File: config.mk
export PLATFORM = sky130hd
export DESIGN_NAME = chip_interface
export DESIGN_NICKNAME = d
export VERILOG_FILES = /design/src/rtl/chip_interface.sv
export SDC_FILE = /design/constraint.sdc
export NUM_CORES = 1
export LEC_CHECK = 0
export CORE_MARGIN = 2
export CORE_UTILIZATION = 55
export DETAILED_ROUTE_END_ITERATION = 7
export GPL_TIMING_DRIVEN = 0
export PLACE_DENSITY_LB_ADDON = 0.15
export SYNTH_ARGS = -nofsm -noshare
export SYNTH_HDL_FRONTEND = slang
export SYNTH_SLANG_ARGS = --single-unit
File: constraint.sdc
create_clock -name clock -period 2.7 [get_ports clock]
set_input_delay 0.81 -clock clock [delete_from_list [all_inputs] [get_ports clock]]
set_output_delay 0.81 -clock clock [all_outputs]
set_load 0.05 [all_outputs]
File: src/rtl/chip_interface.sv
// chip_interface: push-button password lock. Button edge detection, 6-digit entry and
// compare, PASS/FAIL display, escalating lockout, inactivity timeout and password-table select.
module chip_interface #(
  parameter int unsigned FRE           = 50_000_000,
  parameter int unsigned PASS_TICKS    = 6,
  parameter int unsigned FAIL_TICKS    = 6,
  parameter int unsigned LOCK_BASE     = 15,
  parameter int unsigned TIMEOUT_TICKS = 60,
  parameter int unsigned TO_SHOW_TICKS = 1
) (
  input  logic       clock,
  input  logic       reset,
  input  logic       enter0,
  input  logic       enter1,
  input  logic       confirm,
  input  logic       clear,
  input  logic       algorithm_select_mode,
  output logic [5:0] led
);

  typedef enum logic [2:0] {
    ST_IDLE,
    ST_SEL_AUTH,
    ST_PASS,
    ST_FAIL,
    ST_LOCK,
    ST_MODE_SEL,
    ST_TIMEOUT
  } state_e;

  localparam int unsigned PASS_CYC  = PASS_TICKS * FRE;
  localparam int unsigned FAIL_CYC  = FAIL_TICKS * FRE;
  localparam int unsigned LOCK1_CYC = LOCK_BASE * FRE;
  localparam int unsigned LOCK2_CYC = 2 * LOCK_BASE * FRE;
  localparam int unsigned LOCK4_CYC = 4 * LOCK_BASE * FRE;
  localparam int unsigned TO_CYC    = TIMEOUT_TICKS * FRE;
  localparam int unsigned TOS_CYC   = TO_SHOW_TICKS * FRE;

  localparam logic [5:0] LED_PASS    = 6'b100001;
  localparam logic [5:0] LED_FAIL    = 6'b101010;
  localparam logic [5:0] LED_LOCK    = 6'b010101;
  localparam logic [5:0] LED_TIMEOUT = 6'b011110;

  // Button vector bit order: 4 clear, 3 confirm, 2 select, 1 enter1, 0 enter0
  logic [4:0]  btn_raw;
  logic [4:0]  sync1_q, sync1_d;
  logic [4:0]  sync2_q, sync2_d;
  logic [4:0]  prev_q, prev_d;
  logic [4:0]  rise;

  logic        ev_clear, ev_confirm, ev_select, ev_digit, ev_bit;

  state_e      state_q, state_d;
  logic [5:0]  ent_q, ent_d;
  logic [2:0]  cnt_q, cnt_d;
  logic [2:0]  code_q, code_d;
  logic [1:0]  fail_q, fail_d;
  logic        to_mode_q, to_mode_d;
  logic [31:0] timer_q, timer_d;
  logic [5:0]  led_q, led_d;

  logic [5:0]  pw;
  logic        pw_valid;
  logic [31:0] lock_len;
  logic        accepted;

  // Two-stage synchronizer feeding a rising-edge detector
  always_comb begin
    btn_raw = {clear, confirm, algorithm_select_mode, enter1, enter0};
    sync1_d = btn_raw;
    sync2_d = sync1_q;
    prev_d  = sync2_q;
    rise    = sync2_q & ~prev_q;
  end

  // Keep only the highest-priority event of a cycle
  always_comb begin
    ev_clear   = 1'b0;
    ev_confirm = 1'b0;
    ev_select  = 1'b0;
    ev_digit   = 1'b0;
    ev_bit     = 1'b0;
    if (rise[4]) begin
      ev_clear = 1'b1;
    end else if (rise[3]) begin
      ev_confirm = 1'b1;
    end else if (rise[2]) begin
      ev_select = 1'b1;
    end else if (rise[1]) begin
      ev_digit = 1'b1;
      ev_bit   = 1'b1;
    end else if (rise[0]) begin
      ev_digit = 1'b1;
    end
  end

  // Active password table and lockout length
  always_comb begin
    pw       = '0;
    pw_valid = 1'b1;
    case (code_q)
      3'b000:  pw = 6'b101101;
      3'b001:  pw = 6'b110100;
      3'b010:  pw = 6'b011010;
      3'b011:  pw = 6'b100111;
      default: pw_valid = 1'b0;
    endcase
    case (fail_q)
      2'd1:    lock_len = LOCK1_CYC;
      2'd2:    lock_len = LOCK2_CYC;
      default: lock_len = LOCK4_CYC;
    endcase
  end

  // Next state, entry buffer and counters. One timer serves as display timer in the
  // display states and as inactivity timer in the entry states; it restarts on every
  // state change and on every accepted event.
  always_comb begin
    state_d   = state_q;
    ent_d     = ent_q;
    cnt_d     = cnt_q;
    code_d    = code_q;
    fail_d    = fail_q;
    to_mode_d = to_mode_q;
    timer_d   = timer_q + 32'd1;
    accepted  = 1'b0;

    case (state_q)
      ST_IDLE, ST_SEL_AUTH: begin
        if (ev_clear) begin
          accepted = 1'b1;
          ent_d    = '0;
          cnt_d    = '0;
        end else if (ev_confirm) begin
          accepted = 1'b1;
          if (cnt_q == 3'd6 && pw_valid && ent_q == pw) begin
            state_d   = ST_PASS;
            to_mode_d = (state_q == ST_SEL_AUTH);
          end else begin
            state_d = ST_FAIL;
          end
        end else if (ev_select && state_q == ST_IDLE) begin
          accepted = 1'b1;
          state_d  = ST_SEL_AUTH;
        end else if (ev_digit) begin
          accepted = 1'b1;
          ent_d    = {ent_q[4:0], ev_bit};
          cnt_d    = (cnt_q == 3'd6) ? 3'd6 : cnt_q + 3'd1;
        end else if (timer_q == TO_CYC - 1) begin
          state_d = ST_TIMEOUT;
        end
      end
      ST_MODE_SEL: begin
        if (ev_clear) begin
          accepted = 1'b1;
          ent_d    = '0;
          cnt_d    = '0;
        end else if (ev_confirm) begin
          accepted = 1'b1;
          if (cnt_q >= 3'd3 && !ent_q[2]) begin
            code_d = ent_q[2:0];
          end
          state_d = ST_IDLE;
        end else if (ev_digit) begin
          accepted = 1'b1;
          ent_d    = {ent_q[4:0], ev_bit};
          cnt_d    = (cnt_q == 3'd6) ? 3'd6 : cnt_q + 3'd1;
        end else if (timer_q == TO_CYC - 1) begin
          state_d = ST_TIMEOUT;
        end
      end
      ST_PASS: begin
        if (timer_q == PASS_CYC - 1) begin
          state_d = to_mode_q ? ST_MODE_SEL : ST_IDLE;
        end
      end
      ST_FAIL: begin
        if (timer_q == FAIL_CYC - 1) begin
          state_d = ST_LOCK;
        end
      end
      ST_LOCK: begin
        if (timer_q == lock_len - 32'd1) begin
          state_d = ST_IDLE;
        end
      end
      ST_TIMEOUT: begin
        if (timer_q == TOS_CYC - 1) begin
          state_d = ST_IDLE;
        end
      end
      default: state_d = ST_IDLE;
    endcase

    if (accepted) begin
      timer_d = '0;
    end

    if (state_d != state_q) begin
      timer_d = '0;
      case (state_d)
        ST_IDLE, ST_SEL_AUTH, ST_MODE_SEL, ST_TIMEOUT: begin
          ent_d = '0;
          cnt_d = '0;
        end
        ST_PASS: fail_d = '0;
        ST_FAIL: fail_d = (fail_q == 2'd3) ? 2'd3 : fail_q + 2'd1;
        default: ;
      endcase
    end
  end

  // Display derived from the upcoming state so the registered LED tracks the state register
  always_comb begin
    led_d = '0;
    case (state_d)
      ST_IDLE, ST_SEL_AUTH: begin
        for (int unsigned i = 0; i < 6; i++) begin
          led_d[i] = ({29'd0, cnt_d} > i);
        end
      end
      ST_MODE_SEL: led_d = {3'b110, ent_d[2:0]};
      ST_PASS:     led_d = LED_PASS;
      ST_FAIL:     led_d = LED_FAIL;
      ST_LOCK:     led_d = LED_LOCK;
      ST_TIMEOUT:  led_d = LED_TIMEOUT;
      default:     led_d = '0;
    endcase
  end

  // State and datapath registers, synchronous active-high reset
  always_ff @(posedge clock) begin
    if (reset) begin
      sync1_q   <= '0;
      sync2_q   <= '0;
      prev_q    <= '0;
      state_q   <= ST_IDLE;
      ent_q     <= '0;
      cnt_q     <= '0;
      code_q    <= '0;
      fail_q    <= '0;
      to_mode_q <= 1'b0;
      timer_q   <= '0;
      led_q     <= '0;
    end else begin
      sync1_q   <= sync1_d;
      sync2_q   <= sync2_d;
      prev_q    <= prev_d;
      state_q   <= state_d;
      ent_q     <= ent_d;
      cnt_q     <= cnt_d;
      code_q    <= code_d;
      fail_q    <= fail_d;
      to_mode_q <= to_mode_d;
      timer_q   <= timer_d;
      led_q     <= led_d;
    end
  end

  assign led = led_q;

endmodule

Word-level counts from Yosys, hierarchy flattened. Cells that the tools add are included.

Input bits: 7. Register bits after elaboration: 71.

$lt $le $gt $ge: 7. Equal/unequal tests: 25. Mux-type cells: 61. Reductions and logical operators: 17. Add/subtract/negate cells: 4. Bitwise gates (word level): 3.

Operator list (number): $pmux 32 s2 (1); $mux 3 (21); $mux 6 (8); $pmux 6 s6 (1); $add 32x1->32 const B (1); $eq 32x26->1 const B (1); $eq 32x29->1 const B (1); $eq 32x32->1 (1); $eq 32x32->1 const B (1); $sub 32x1->32 const B (1); $pmux 6 s4 (1); $mux 1 (23); $eq 3x3->1 const B (7); $eq 3x2->1 const B (6); $pmux 3 s6 (1); $pmux 6 s2 (1); $eq 3x1->1 const B (3); $logic_not 3->1 (3); $reduce_and 4->1 (2); $reduce_or 4->1 (2); $eq 6x6->1 (1); $gt 3x1->1 const B (2); $gt 3x2->1 const B (2); $gt 3x3->1 const B (2); other kinds (19) (24).

Depth between registers and ports, before layout.
Depth in word-level cells: 18. Mapped depth: 11. Gate-level depth less buffers: 10.

Worst setup path before layout. No wires, ideal clock.

Kind: register to register. Start point: register timer_q[25]. End point: register ent_q[3]. Arrival: 2.603 ns. Period minus slack after synthesis: 2.733 ns. Cell stages (with the launch flop): 10. Setup time: 0.130 ns. Path buffers: 1. Slack: -0.033 ns. Required time: 2.570 ns. Path through: dfxtp_1 > or3b_1 > or3_1 > a2111oi_4 > o2111a_1 > nor3_2 > buf_2 > o2111a_1 > a221oi_4 > nor2_1.

Cells in the longest elaborated chain, start to end: 11. Elaborated cells between the ends (all ways): 24. Those cells by class: eq/ne: 8; mux: 14; reduce/logical: 2.

RTL lines: from (decl) (RTL line 59) `logic [31:0] timer_q, timer_d;`; from (signal assigned) (RTL line 255) `timer_q <= timer_d;`; $eq 32x32->1 (RTL line 149, 168); $mux 3 (RTL line 149, 168); $mux 3 (RTL line 164) `end else if (ev_digit) begin`; $mux 3 (RTL line 142) `end else if (ev_select && state_q == ST_IDLE) begin`; $mux 3 (RTL line 134) `end else if (ev_confirm) begin`; $mux 3 (RTL line 130) `if (ev_clear) begin`; $pmux 3 s6 (*) (RTL line 128) `case (state_q)`; $eq 3x3->1, or another cell as far along (RTL line 201) `case (state_d)`; $reduce_or 4->1 (RTL line 201); $mux 6 (RTL line 201); $mux 6 (*) (RTL line 199) `if (state_d != state_q) begin`; to (signal assigned) (RTL line 250) `ent_q <= ent_d;`; to (decl) (RTL line 54) `logic [5:0] ent_q, ent_d;`.

Mark *: on every way between the ends. The rest lies on a longest branch, timed or not. A chain may end at the register's enable or synchronous reset.

Final worst setup path.
Start point: register timer_q[27]. End point: register cnt_q[1].

Cells in the longest elaborated chain, start to end: 11. Elaborated cells between the ends (all ways): 24. Those cells by class: eq/ne: 8; mux: 14; reduce/logical: 2.

RTL lines: $eq 32x32->1 (RTL line 149, 168); $mux 3 (RTL line 149, 168); $mux 3 (RTL line 164); $mux 3 (RTL line 142); $mux 3 (RTL line 134); $mux 3 (RTL line 130); $pmux 3 s6 (*) (RTL line 128); $eq 3x3->1, or another cell as far along (RTL line 201); $reduce_or 4->1 (RTL line 201); $mux 3 (RTL line 201); $mux 3 (*) (RTL line 199); to (signal assigned) (RTL line 251) `cnt_q <= cnt_d;`; to (decl) (RTL line 55) `logic [2:0] cnt_q, cnt_d;`.

Marked as above.

==> flow_metrics.env <==
export IMPL_status="complete, but fails checks"
export IMPL_violations="setup timing"
export IMPL_ys_types=61
export IMPL_slew_headroom_pct=60.64
export IMPL_first_iter_violations=308
export IMPL_synth_cells=462
export IMPL_stdcell_count=589
export IMPL_crit_path_max_incr_delay_ns=0.44
export IMPL_n_antenna_cell=0
export IMPL_final_core_util_pct=70.26
export IMPL_cts_sinks=71
export IMPL_die_h_um=86.59
export IMPL_wl_per_cell_um=16.90
export IMPL_peakVddDrop_mv=0.3128
export IMPL_first_pass_iters=5
export IMPL_drc_errors=0
export IMPL_routed_wl_um=9953
export IMPL_avgSynthCellArea_um2=8.119
export IMPL_numCtsBuffers=9
export IMPL_path_clk_slew_ns=0.08
export IMPL_worstSetupStartpointType="register"
export IMPL_rsz0062_at_grt="true"
export IMPL_ant_nets=0
export IMPL_setup_slack_ns=-0.09459
export IMPL_core_area_mm2=0.006681
export IMPL_vias=3613
export IMPL_setup_viol=10
export IMPL_grt_pass1_wl_um=15530
export IMPL_grt_max_degree=14
export IMPL_viasPerCell=6.134
export IMPL_hp_class="reg2reg"
export IMPL_start_util_pct=56.14
export IMPL_cts_hold_buf=0
export IMPL_hold_violations=0
export IMPL_fin_nets=519
export IMPL_fin_crit_ns=2.795
export IMPL_area_delta_synth_final_pct=25.15
export IMPL_place_gp_congestion=0.9883
export IMPL_end_kind="register"
export IMPL_crit_fanout=5
export IMPL_overflow=0
export IMPL_synth_area_mm2=0.003751
export IMPL_clock_root_buffer="clkbuf_8"
export IMPL_worstMarginPinSlew_ns=0.5891
export IMPL_numPortBuffers=11
export IMPL_clkLatencyLatePin_ns=0.36
export IMPL_max_cap_viol_count=0
export IMPL_async_flop_share_pct=0
export IMPL_finalMaxSlewViolations=0
export IMPL_ys_flop_type="dfxtp_1"
export IMPL_ys_warnings_count=0
export IMPL_finalPower_uw=2389
export IMPL_min_period_over_period_pct=103.5
export IMPL_yosys_register_bits=71
export IMPL_cp_common_cell="buf_12"
export IMPL_p_leak_uw=0.001635
export IMPL_power_density_mw_per_mm2=509.0
export IMPL_synth_edff_count=0
export IMPL_dieArea_mm2=0.007497
export IMPL_clockBufferDepth=2
export IMPL_io_pin_count=13
export IMPL_cts_tree="done"
export IMPL_dp_hpwl_um=6397
export IMPL_cp_slowest_cell="or4_4"
export IMPL_track_usage_pct=26.15
export IMPL_grt_pass1_vias=3297
export IMPL_finalClockSkew_ns=0.008511
export IMPL_die_width_um=86.59
export IMPL_fmax_mhz=357.8
export IMPL_ys_seq_area_share_pct=37.89
export IMPL_dp_cells=553
export IMPL_cts_max_level=3
export IMPL_drive_above_1_share_pct=20.63
export IMPL_worstPathArrival_ns=3.03
export IMPL_cp_cell_sequence="or3b_4, or2_0, or4_4, o211a_4, a21o_1, o2111a_1, a221oi_4, buf_12, buf_12, nor2_1"
export IMPL_num_rows=30
export IMPL_critPathRequiredTime_ns=2.93
export IMPL_synth_nets=477
export IMPL_antenna_found_initial=0
export IMPL_critPathKind="reg2reg"
==> cells by family after synthesis <==
group                    synth area share, %
AO/OA/AOI/OAI                          15.04
XOR/XNOR                               7.472
adder cells (fa/ha/maj)                2.669
buffers and inverters                  3.169
flip-flops                             37.89
multiplexers                          0.5337
AND/OR/NAND/NOR                        33.22
==> layout make-up <==
type,count,area [um2]
Tap cell,80,100.1
Buffer,10,71.32
Multi-Input combinational cell,361,2429
Fill cell,554,1987
Inverter,11,41.29
Sequential cell,71,1459
Clock inverter,7,97.59
Timing Repair Buffer,40,372.9
Clock buffer,9,123.9
==> flip-flops by register name (all words and copies together), names as in the netlist <==
signal     count
fail_q         2
to_mode_q      1
prev_q         5
ent_q          6
timer_q       32
cnt_q          3
led            6
code_q         3
state_q        3
sync1_q        5
prev_d         5
==> metrics by stage <==
stage	setup TNS (ns)	cell area [um2]	hold WS (ns)	setup slack, ns
after floorplan	0	3752	0.4138	0.004188
after global placement	-14.31	3963	0.4192	-0.4558
after detailed placement	-16.38	3963	0.4220	-0.5686
after CTS	-0.1705	4492	0.4380	-0.03480
after global routing	-5.108	4695	0.4578	-0.2149
final	-0.7653	4695	0.4412	-0.09459
==> synthesized netlist by cell type (5+ instances only) <==
master / n / share of area [%]
inv_1: 11 / 1.1
nand2_1: 41 / 4.1
nor2_1: 84 / 8.4
or3_1: 6 / 1.0
o22ai_1: 6 / 1.0
clkbuf_1: 13 / 1.3
xor2_1: 18 / 4.2
and3_1: 8 / 1.3
buf_2: 5 / 0.67
nor3b_1: 5 / 1.0
nand4_1: 14 / 2.3
nor3_1: 12 / 1.6
nor2b_1: 22 / 3.7
nand2b_1: 8 / 1.3
a21oi_1: 12 / 1.6
o21ai_0: 13 / 1.7
nand3_1: 15 / 2.0
xnor2_1: 14 / 3.3
ha_1: 8 / 2.7
dfxtp_1: 71 / 38
==> final timing paths <==
path	startpoint	end	slack, ns	cells after the start
setup reg to reg	timer_q[27]	cnt_q[1]	-0.09	10
setup / recovery	timer_q[27]	cnt_q[1]	-0.09	10
hold reg to reg	sync1_q[4]	prev_d[4]	0.44	1
hold / removal	sync1_q[4]	prev_d[4]	0.44	1
==> critical path: cells and delay by family (launching register included) <==
family,cells,cell delay (ns)
AO/OA/AOI/OAI,4,0.98
AND/OR/NAND/NOR,4,1.08
buffers and inverters,2,0.27
flip-flops,1,0.35
==> power by group <==
part	internal [uW]	total, uW	switching, uW
Clock	521	949	428
Sequential	1070	1090	19.9
Combinational	158	355	197
Total	1740	2390	645
==> per-layer routing <==
metal	GRT usage [%]	vias up	part of all wire (%)
met1	32.00	1704	40
met4	10.23	0	4.0
li1	-	1719	-
met5	0	-	0
met3	5.048	43	5.8
met2	45.24	147	50
==> layout by cell type, fill, tap and decap left out, drive strengths merged, types with 13 or more instances in the layout <==
master  count
dfxtp      71
nand4      14
nor2       84
a21oi      13
xor2       18
xnor2      14
nand3      15
nor2b      22
o21ai      14
buf        34
clkbuf     14
nor3       13
nand2      41
==> repair_timing <==
item	CTS	global route
buffers inserted	19	10
cloned	1	0
gates resized for setup	46	38
pin swaps	19	14
setup endpoints to repair	49	48
No activity file was read; power rests on OpenSTA's default activity.
